<file path="src/rtl/rx_pkg.sv">
// Shared encodings and default thresholds for the NanEye Manchester receive path.
package rx_pkg;

  typedef enum logic [1:0] {
    HUNT = 2'b00,
    MID  = 2'b01,
    HALF = 2'b11
  } dec_state_e;

  typedef enum logic [1:0] {
    RUN_GLITCH = 2'd0,
    RUN_SHORT  = 2'd1,
    RUN_LONG   = 2'd2,
    RUN_IDLE   = 2'd3
  } run_class_e;

  localparam int RUN_CNT_WIDTH_DEF = 8;
  localparam int SHORT_MIN_DEF     = 2;
  localparam int SHORT_MAX_DEF     = 6;
  localparam int LONG_MAX_DEF      = 12;
  localparam bit POLARITY_DEF      = 1'b0;

endpackage

</file>
<file path="src/rtl/rx_edge_sync.sv">
// Two-flop synchronizer, registered sample and registered edge pulse for the raw line.
// Edge and level appear 3 clocks after the sampling edge; no backpressure.
module rx_edge_sync (
  input  logic clk,
  input  logic rst_n,
  input  logic din,
  output logic lvl,
  output logic edge_pulse
);

  logic sync1_q, sync1_d;
  logic sync2_q, sync2_d;
  logic smp_q, smp_d;
  logic edge_q, edge_d;

  always_comb begin
    sync1_d = din;
    sync2_d = sync1_q;
    smp_d   = sync2_q;
    edge_d  = sync2_q ^ smp_q;
  end

  always_ff @(posedge clk or negedge rst_n) begin
    if (!rst_n) begin
      sync1_q <= 1'b0;
      sync2_q <= 1'b0;
      smp_q   <= 1'b0;
      edge_q  <= 1'b0;
    end else begin
      sync1_q <= sync1_d;
      sync2_q <= sync2_d;
      smp_q   <= smp_d;
      edge_q  <= edge_d;
    end
  end

  // smp_q already holds the post-edge level in the cycle edge_q is high
  assign lvl        = smp_q;
  assign edge_pulse = edge_q;

endmodule

</file>
<file path="src/rtl/rx_manchester_decoder.sv">
// Manchester decoder: classifies run lengths between line edges and strobes recovered bits.
// Strobe 4 cycles after the mid-bit edge is sampled; no backpressure, DEC_RSYNC forces re-hunt.
module rx_manchester_decoder
  import rx_pkg::*;
#(
  parameter int C_RUN_CNT_WIDTH = RUN_CNT_WIDTH_DEF,
  parameter int C_SHORT_MIN     = SHORT_MIN_DEF,
  parameter int C_SHORT_MAX     = SHORT_MAX_DEF,
  parameter int C_LONG_MAX      = LONG_MAX_DEF,
  parameter bit C_POLARITY      = POLARITY_DEF
) (
  input  logic SCLOCK,
  input  logic RESET,
  input  logic DEC_INPUT,
  input  logic DEC_RSYNC,
  output logic DEC_OUTPUT,
  output logic DEC_OUTPUT_EN,
  output logic DEC_ERROR,
  output logic DEC_LOCKED
);

  localparam int CW = C_RUN_CNT_WIDTH;
  localparam int RW = C_RUN_CNT_WIDTH + 1;
  localparam logic [RW-1:0] SHORT_MIN_L  = RW'(C_SHORT_MIN);
  localparam logic [RW-1:0] SHORT_MAX_L  = RW'(C_SHORT_MAX);
  localparam logic [RW-1:0] LONG_MAX_L   = RW'(C_LONG_MAX);
  localparam logic [CW-1:0] LONG_MAX_CNT = CW'(C_LONG_MAX);
  localparam logic [CW-1:0] CNT_SAT      = {CW{1'b1}};

  logic lvl, edge_pulse;

  dec_state_e    state_q, state_d;
  logic [CW-1:0] cnt_q, cnt_d;
  logic          out_q, out_d;
  logic          en_q, en_d;
  logic          err_q, err_d;
  logic          locked_q, locked_d;
  logic [RW-1:0] run_len;
  run_class_e    run_cls;

  rx_edge_sync u_edge_sync (
    .clk        (SCLOCK),
    .rst_n      (RESET),
    .din        (DEC_INPUT),
    .lvl        (lvl),
    .edge_pulse (edge_pulse)
  );

  // Run length includes the edge cycle itself, hence count + 1
  always_comb begin
    run_len = {1'b0, cnt_q} + RW'(1);
    if (run_len < SHORT_MIN_L)       run_cls = RUN_GLITCH;
    else if (run_len <= SHORT_MAX_L) run_cls = RUN_SHORT;
    else if (run_len <= LONG_MAX_L)  run_cls = RUN_LONG;
    else                             run_cls = RUN_IDLE;
  end

  always_comb begin
    state_d = state_q;
    cnt_d   = (cnt_q == CNT_SAT) ? cnt_q : cnt_q + CW'(1);
    out_d   = out_q;
    en_d    = 1'b0;
    err_d   = 1'b0;
    if (DEC_RSYNC) begin
      state_d = HUNT;
      cnt_d   = '0;
    end else if (edge_pulse) begin
      cnt_d = '0;
      case (state_q)
        HUNT: begin
          if (run_cls == RUN_LONG) begin
            en_d    = 1'b1;
            out_d   = lvl ^ C_POLARITY;
            state_d = MID;
          end
        end
        MID: begin
          case (run_cls)
            RUN_LONG: begin
              en_d  = 1'b1;
              out_d = lvl ^ C_POLARITY;
            end
            RUN_SHORT:  state_d = HALF;
            RUN_GLITCH: begin
              err_d   = 1'b1;
              state_d = HUNT;
            end
            default:    state_d = HUNT;
          endcase
        end
        HALF: begin
          case (run_cls)
            RUN_SHORT: begin
              en_d    = 1'b1;
              out_d   = lvl ^ C_POLARITY;
              state_d = MID;
            end
            RUN_IDLE: state_d = HUNT;
            default: begin
              err_d   = 1'b1;
              state_d = HUNT;
            end
          endcase
        end
        default: state_d = HUNT;
      endcase
    end else if (state_q != HUNT && cnt_q >= LONG_MAX_CNT) begin
      // Any edge from here on would end an idle run: a frame gap, not an error
      state_d = HUNT;
    end
    locked_d = (state_d != HUNT);
  end

  always_ff @(posedge SCLOCK or negedge RESET) begin
    if (!RESET) begin
      state_q  <= HUNT;
      cnt_q    <= '0;
      out_q    <= 1'b0;
      en_q     <= 1'b0;
      err_q    <= 1'b0;
      locked_q <= 1'b0;
    end else begin
      state_q  <= state_d;
      cnt_q    <= cnt_d;
      out_q    <= out_d;
      en_q     <= en_d;
      err_q    <= err_d;
      locked_q <= locked_d;
    end
  end

  assign DEC_OUTPUT    = out_q;
  assign DEC_OUTPUT_EN = en_q;
  assign DEC_ERROR     = err_q;
  assign DEC_LOCKED    = locked_q;

endmodule

</file>
<file path="config.mk">
export PLATFORM = sky130hd
export DESIGN_NAME = rx_manchester_decoder
export DESIGN_NICKNAME = d
export VERILOG_FILES = /design/src/rtl/rx_pkg.sv /design/src/rtl/rx_edge_sync.sv /design/src/rtl/rx_manchester_decoder.sv
export SDC_FILE = /design/constraint.sdc
export NUM_CORES = 1
export LEC_CHECK = 0
export ABC_AREA = 1
export ABC_CLOCK_PERIOD_IN_PS = 1700
export CAP_MARGIN = 20
export CORE_MARGIN = 1.5
export CORE_UTILIZATION = 40
export DETAILED_ROUTE_END_ITERATION = 10
export SYNTH_ARGS = -nofsm -noshare
export SYNTH_HDL_FRONTEND = slang
export SYNTH_SLANG_ARGS = --single-unit
</file>
<file path="constraint.sdc">
create_clock -name SCLOCK -period 1.7 [get_ports SCLOCK]
set_input_delay 0.34 -clock SCLOCK [delete_from_list [all_inputs] [get_ports SCLOCK]]
set_output_delay 0.34 -clock SCLOCK [all_outputs]
set_load 0.02 [all_outputs]
</file>
# Word level (Yosys, flattened, before mapping)
# Index checks and enable logic that the tools add are counted.
dict set report op_classes {
  addsub 2
  magnitude_cmp 4
  eq_ne 9
  n_mux 26
  bitwise_logic 2
  n_reduce_logical 9
}
# cell count
set ops {}
lappend ops {{two-way mux 8 bit} 3}
lappend ops {{two-way mux 1 bit} 12}
lappend ops {{two-way mux 2 bit} 6}
lappend ops {{adder 8 x 1 -> 9 bit, second input constant} 1}
lappend ops {{<= comparator 9 x 3 -> 1 bit, second input constant} 1}
lappend ops {{<= comparator 9 x 4 -> 1 bit, second input constant} 1}
lappend ops {{< comparator 9 x 2 -> 1 bit, second input constant} 1}
lappend ops {{adder 8 x 1 -> 8 bit, second input constant} 1}
lappend ops {{equality test 8 bit, second input constant} 1}
lappend ops {{>= comparator 8 x 4 -> 1 bit, second input constant} 1}
lappend ops {{equality test 2 bit, second input constant} 3}
lappend ops {{one-hot mux 1 bit (2 select lines)} 3}
lappend ops {{one-hot mux 2 bit (3 select lines)} 1}
lappend ops {{nonzero test 2 bit} 3}
lappend ops {{AND reduction 5 bit} 1}
lappend ops {{equality test 2 x 1 -> 1 bit, second input constant} 2}
lappend ops {{logical NOT 2 bit} 2}
lappend ops {{one-hot mux 2 bit (2 select lines)} 1}
lappend ops {{OR reduction 2 bit} 2}
lappend ops {{inequality test 3 x 2 -> 1 bit, second input constant} 1}
lappend ops {{inequality test 2 x 1 -> 1 bit, second input constant} 1}
lappend ops {{inequality test 2 bit, second input constant} 1}
lappend ops {{logical AND 1 bit} 1}
lappend ops {{inverter 1 bit} 1}
lappend ops {{XOR 1 bit} 1}
dict set report word_totals {
  reg_bits 18
  in_bits 4
  output_inout_bits 4
}

# Logic depth before layout (Yosys ltp)
dict set report logic_depth {
  ltp_word 11
  mapped_depth 13
  mapped_depth_nobuf 13
}

# Cells and area by module
# Synthesis repeated with hierarchy kept, for this count alone.
dict set report hier_totals {
  cells_unflattened 137
  area_unflattened_um2 1016.0
}
# module instances cells_per_inst area_per_inst_um2
set modules_own_cells {}
lappend modules_own_cells {rx_manchester_decoder 1 128 897.1}
lappend modules_own_cells {rx_edge_sync 1 9 118.9}

# Least setup slack after synthesis
# OpenSTA, ideal clock, no wires.
dict set report synth_timing {
  kind {register -> register}
  from {register cnt_q[0]}
  to {register out_q (netlist: DEC_OUTPUT)}
  setup_time_ns 0.117
  t_arrival_ns 1.522
  required_time_ns 1.583
  slack_ns 0.061
  stages_incl_launch_ff 14
  cell_sequence {dfrtp_1 -> inv_1 -> ha_1 -> inv_1 -> nor2_1 -> nand3_1 -> inv_1 -> nor2_1 -> nor2_1 -> nand3_2 -> nand2_1 -> nand2_1 -> nand2_1 -> nand2_1}
}
dict set report synth_between {
  elab_chain_len 8
}
# item line
set synth_lines {}
lappend synth_lines {{from (decl)} rx_manchester_decoder.sv:33} ;# logic [CW-1:0] cnt_q, cnt_d;
lappend synth_lines {{from (signal assigned)} rx_manchester_decoder.sv:124} ;# cnt_q <= cnt_d;
lappend synth_lines {{adder 8 x 1 -> 9 bit (*)} rx_manchester_decoder.sv:51} ;# run_len = {1'b0, cnt_q} + RW'(1);
lappend synth_lines {{<= comparator 9 x 4 -> 1 bit} rx_manchester_decoder.sv:54} ;# else if (run_len <= LONG_MAX_L) run_cls = RUN_LONG;
lappend synth_lines {{two-way mux 1 bit} rx_manchester_decoder.sv:54}
lappend synth_lines {{two-way mux 2 bit} rx_manchester_decoder.sv:53} ;# else if (run_len <= SHORT_MAX_L) run_cls = RUN_SHORT;
lappend synth_lines {{two-way mux 2 bit (*)} rx_manchester_decoder.sv:52} ;# if (run_len < SHORT_MIN_L) run_cls = RUN_GLITCH;
lappend synth_lines {{equality test 2 x 1 -> 1 bit or equality test 2 bit (tied branches)} {rx_manchester_decoder.sv:92, rx_manchester_decoder.sv:71, rx_manchester_decoder.sv:78}}
lappend synth_lines {{inequality test 2 bit (no line) or inequality test 2 x 1 -> 1 bit (tied branches)} -}
lappend synth_lines {{AND reduction 5 bit (no line) (*)} -}
lappend synth_lines {{to (signal assigned)} rx_manchester_decoder.sv:125} ;# out_q <= out_d;
lappend synth_lines {{to (decl)} rx_manchester_decoder.sv:34} ;# logic out_q, out_d;
# Mark *: on every way between the ends. The rest lies on a longest branch, timed or not.
# A chain may end at the register's enable or synchronous reset.

# Worst setup path in the final report
dict set report layout_timing {
  from {register cnt_q[1]}
  to {register out_q (netlist: DEC_OUTPUT)}
}
# Same word-level chain as after synthesis.

==> key figures <==
Status
  • Status: finished, violations left
  • Failing checks: setup timing

Critical path
  • Startpoint types: flop
  • Crit-path max cell delay: 420 ps
  • Crit end category: flop
  • Critical Path Most Common Cell: nand2_1
  • Max stage delay cell, worst path: dfrtp_1
  • Critical Path AT: between 1500 and 2000 ps
  • Worst endpoint required time: between 1500 and 2000 ps
  • Reg-to-Reg Start: cnt_q[1]
  • R2R Setup Slk: -70 ps
  • Crit Path Class: reg -> reg
  • CP Max Fanout: 5
  • Setup crit start: cnt_q[1]
  • Crit-path cells: buf_4 > ha_4 > inv_1 > nand2_1 > nand2_1 > nor2_1 > nand2_1 > nand2_1 > nor2_2 > nand3_2 > nand2_2 > nand2_2 > nand2_1 > nand2_1
  • R2r worst-path depth: 14
  • CP endpoint: DEC_OUTPUT
  • Capturing point of the worst reg2reg path: DEC_OUTPUT

STA
  • RSZ-0062 raised after global routing: yes
  • Period utilization: 104%
  • Final Hold Viols: 0
  • Setup slack after layout: -74.4 ps
  • Crit path time final: 1770 ps
  • Worst slew pin tran: 329 ps
  • Slew Limit Fails: 0
  • Slew margin rel.: about 78%
  • Final setup viols: 3
  • Clk_skew: 5.83 ps
  • Max Clk Rate: 564 MHz

Synthesis
  • Synth Area in Adders: 2.58%
  • Share of the synthesized area in the top cell type: 46.5%
  • Synth Register Bits: 18
  • Top area cells in the synthesized netlist: dfrtp_1 (47%), nand2_1 (16%), inv_1 (7.4%)
  • Cells after Synth: ~130
  • Compound-Gate Fraction of Synth Area: 6.85%
  • Largest family of logic cells by synthesized area: simple AND/OR/NAND/NOR gates
  • Sequential share of the synthesized area: 46.5%
  • Leading area contributor after synthesis: dfrtp_1
  • Syn_nets: 137
  • Post-synthesis mux area share: 0%
  • Ys Warns: 0
  • XOR/XNOR share of the synthesized area: 0.904%
  • Mapped Avg Cell Area: approximately 7.4 sq um
  • Distinct cells, synth: 17
  • Netlist Area Pre-Place: 968 sq um
  • Synth Area in Simple Gates: 35.8%

Die
  • Die Height: 52.2 um
  • Core area: ~0.0023 sq mm
  • DIE WIDTH: approximately 52 um
  • Die area: 0.00273 sq mm
  • Row count: 17
  • Ports: 8
  • Initial core utilization: 43.0%

Clocking
  • Clk_lat worst skew: approximately 300 ps
  • Clock root cell: clkbuf_4
  • Htree depth: 1
  • Cts-stage hold buffer count: 0
  • Worst-path clk slew: 110 ps
  • CTS buffer count: 3
  • TritonCTS clock tree: done
  • CTS Buffer Depth: 2
  • Clock sinks: 18

Global routing
  • Met3 Usage GRT: 3.43%
  • Largest net degree at the start of global routing: 19
  • Tot GR Track Use: 17.5%
  • GRT busiest layer: met2
  • Grt ovf: 0
  • Global-route wire length before repair: 3470 um
  • GRT met2 Usage: 28.3%
  • Initial antenna violation count: 0
  • GR Layer Usage met1: 23.3%
  • Vias in the first global route: 819

Detailed routing
  • Residual DRC count: 0
  • Initial DRC count: 14
  • Via count: 910
  • Post-route ant nets: 0
  • Via density: between 4 and 5
  • DRT Wirelength: 2210 um
  • Wirelength per Cell: 11.9 um
  • DR pass1 iterations: 4

Power
  • PD cells: 671 mW/mm^2
  • Leakage: 0.660 nW
  • VDD IR max: 0.000576 V
  • Overall Power: ~900 uW

Placement
  • Placed cells: about 180
  • GP Congestion: approximately 0.86
  • HPWL after detailed placement: 1530 um
  • IO Port Bufs: 7

Final layout
  • Final Util: about three fifths
  • Share of cells above drive strength 1: 32.3%
  • Area grow syn2layout: 38.1%
  • Nets: 165
  • Inserted Diodes: 0
  • Fin cells: roughly 190

Job
  • Max cap viols: 0

Min path
  • Hold Crit Class: in -> async
-- synth_stat cells, drive strengths merged --
master	count
a21oi	5
ha	2
nand4	3
inv	19
nand3	14
nor3	1
nand2	43
o21ai	7
a31oi	1
nor2	17
xor2	1
dfrtp	18
-- critical path: cells and delay by family (launching register included) --
family | cells | cell delay [ps]
buffers and inverters | 2 | 200
adder cells (fa/ha/maj) | 1 | 170
AND/OR/NAND/NOR | 11 | 890
flip-flops | 1 | 420
-- what timing repair did --
action,4_1_cts,5_1_grt
gates cloned,0,0
pin swaps,8,10
setup endpoints to repair,2,8
gates resized for setup,8,24
buffers inserted,5,2
-- report_power, final --
group	internal (mW)	total [mW]	switching [mW]
logic	0.0736	0.156	0.0829
registers	0.450	0.470	0.0200
clock network	0.131	0.270	0.140
total	0.655	0.897	0.242
-- layout by cell type (no fill, tap or decap), types with 4 or more instances in the layout --
| cell type | count |
|---|---|
| nand2_1 | 32 |
| dfrtp_1 | 17 |
| inv_1 | 16 |
| buf_4 | 14 |
| nand2_2 | 10 |
| nor2_1 | 10 |
| nand3_1 | 8 |
| clkdlybuf4s50_1 | 7 |
| nand3_2 | 5 |
| nor2_2 | 5 |
| a21oi_1 | 5 |
| o21ai_0 | 4 |
-- per-layer routing --
metal / routed length (um) / up-vias
met5: 0 / -
met4: 28 / 0
met3: 66 / 4
met2: 1110 / 11
met1: 1000 / 426
li1: - / 469
-- cell families (layout without fill, tap and decap cells) --
family	count (synthesis)	count (layout)
compound gates	13	13
flops	18	18
simple gates	78	78
fa+ha+maj	2	2
buf+inv	19	46
xor+xnor	1	1
-- worst min path at each step --
stage	from	end	slack, ps	cells after the start
2_1_floorplan	RESET	DEC_ERROR	40	0
3_3_place_gp	u_edge_sync.sync1_q	u_edge_sync.smp_d	340	0
3_5_place_dp	u_edge_sync.sync1_q	u_edge_sync.smp_d	340	0
4_1_cts	RESET	cnt_q[5]	360	2
5_1_grt	RESET	cnt_q[6]	360	2
6_report	RESET	cnt_q[5]	350	2
-- cell type report --
class,instances,area (sq um)
Multi-Input combinational cell,94,546
Timing Repair Buffer,23,198
Tap cell,28,35.0
Inverter,19,71.3
Sequential cell,18,452
Clock buffer,4,36.3
Fill cell,214,917
-- sequential cells by signal (all words and copies together) (netlist names) --
| signal | cells |
|---|---|
| u_edge_sync.edge_pulse | 1 |
| u_edge_sync.lvl | 1 |
| u_edge_sync.sync1_q | 1 |
| DEC_ERROR | 1 |
| u_edge_sync.smp_d | 1 |
| cnt_q | 8 |
| DEC_LOCKED | 1 |
| DEC_OUTPUT_EN | 1 |
| state_q | 2 |
| DEC_OUTPUT | 1 |
-- through the flow --
step | instance area (sq um) | setup slack (ps) | TNS (ps) | hold WS, ps
after floorplan | 968 | 60.5 | 0 | 44.4
after global placement | 1140 | -57.0 | -57.0 | 337
after detailed placement | 1140 | -82.0 | -82.0 | 341
after CTS | 1240 | -16.0 | -16.0 | 358
after global routing | 1340 | -202 | -710 | 361
final | 1340 | -74.4 | -102 | 354
(Power assumes the default switching activity.)
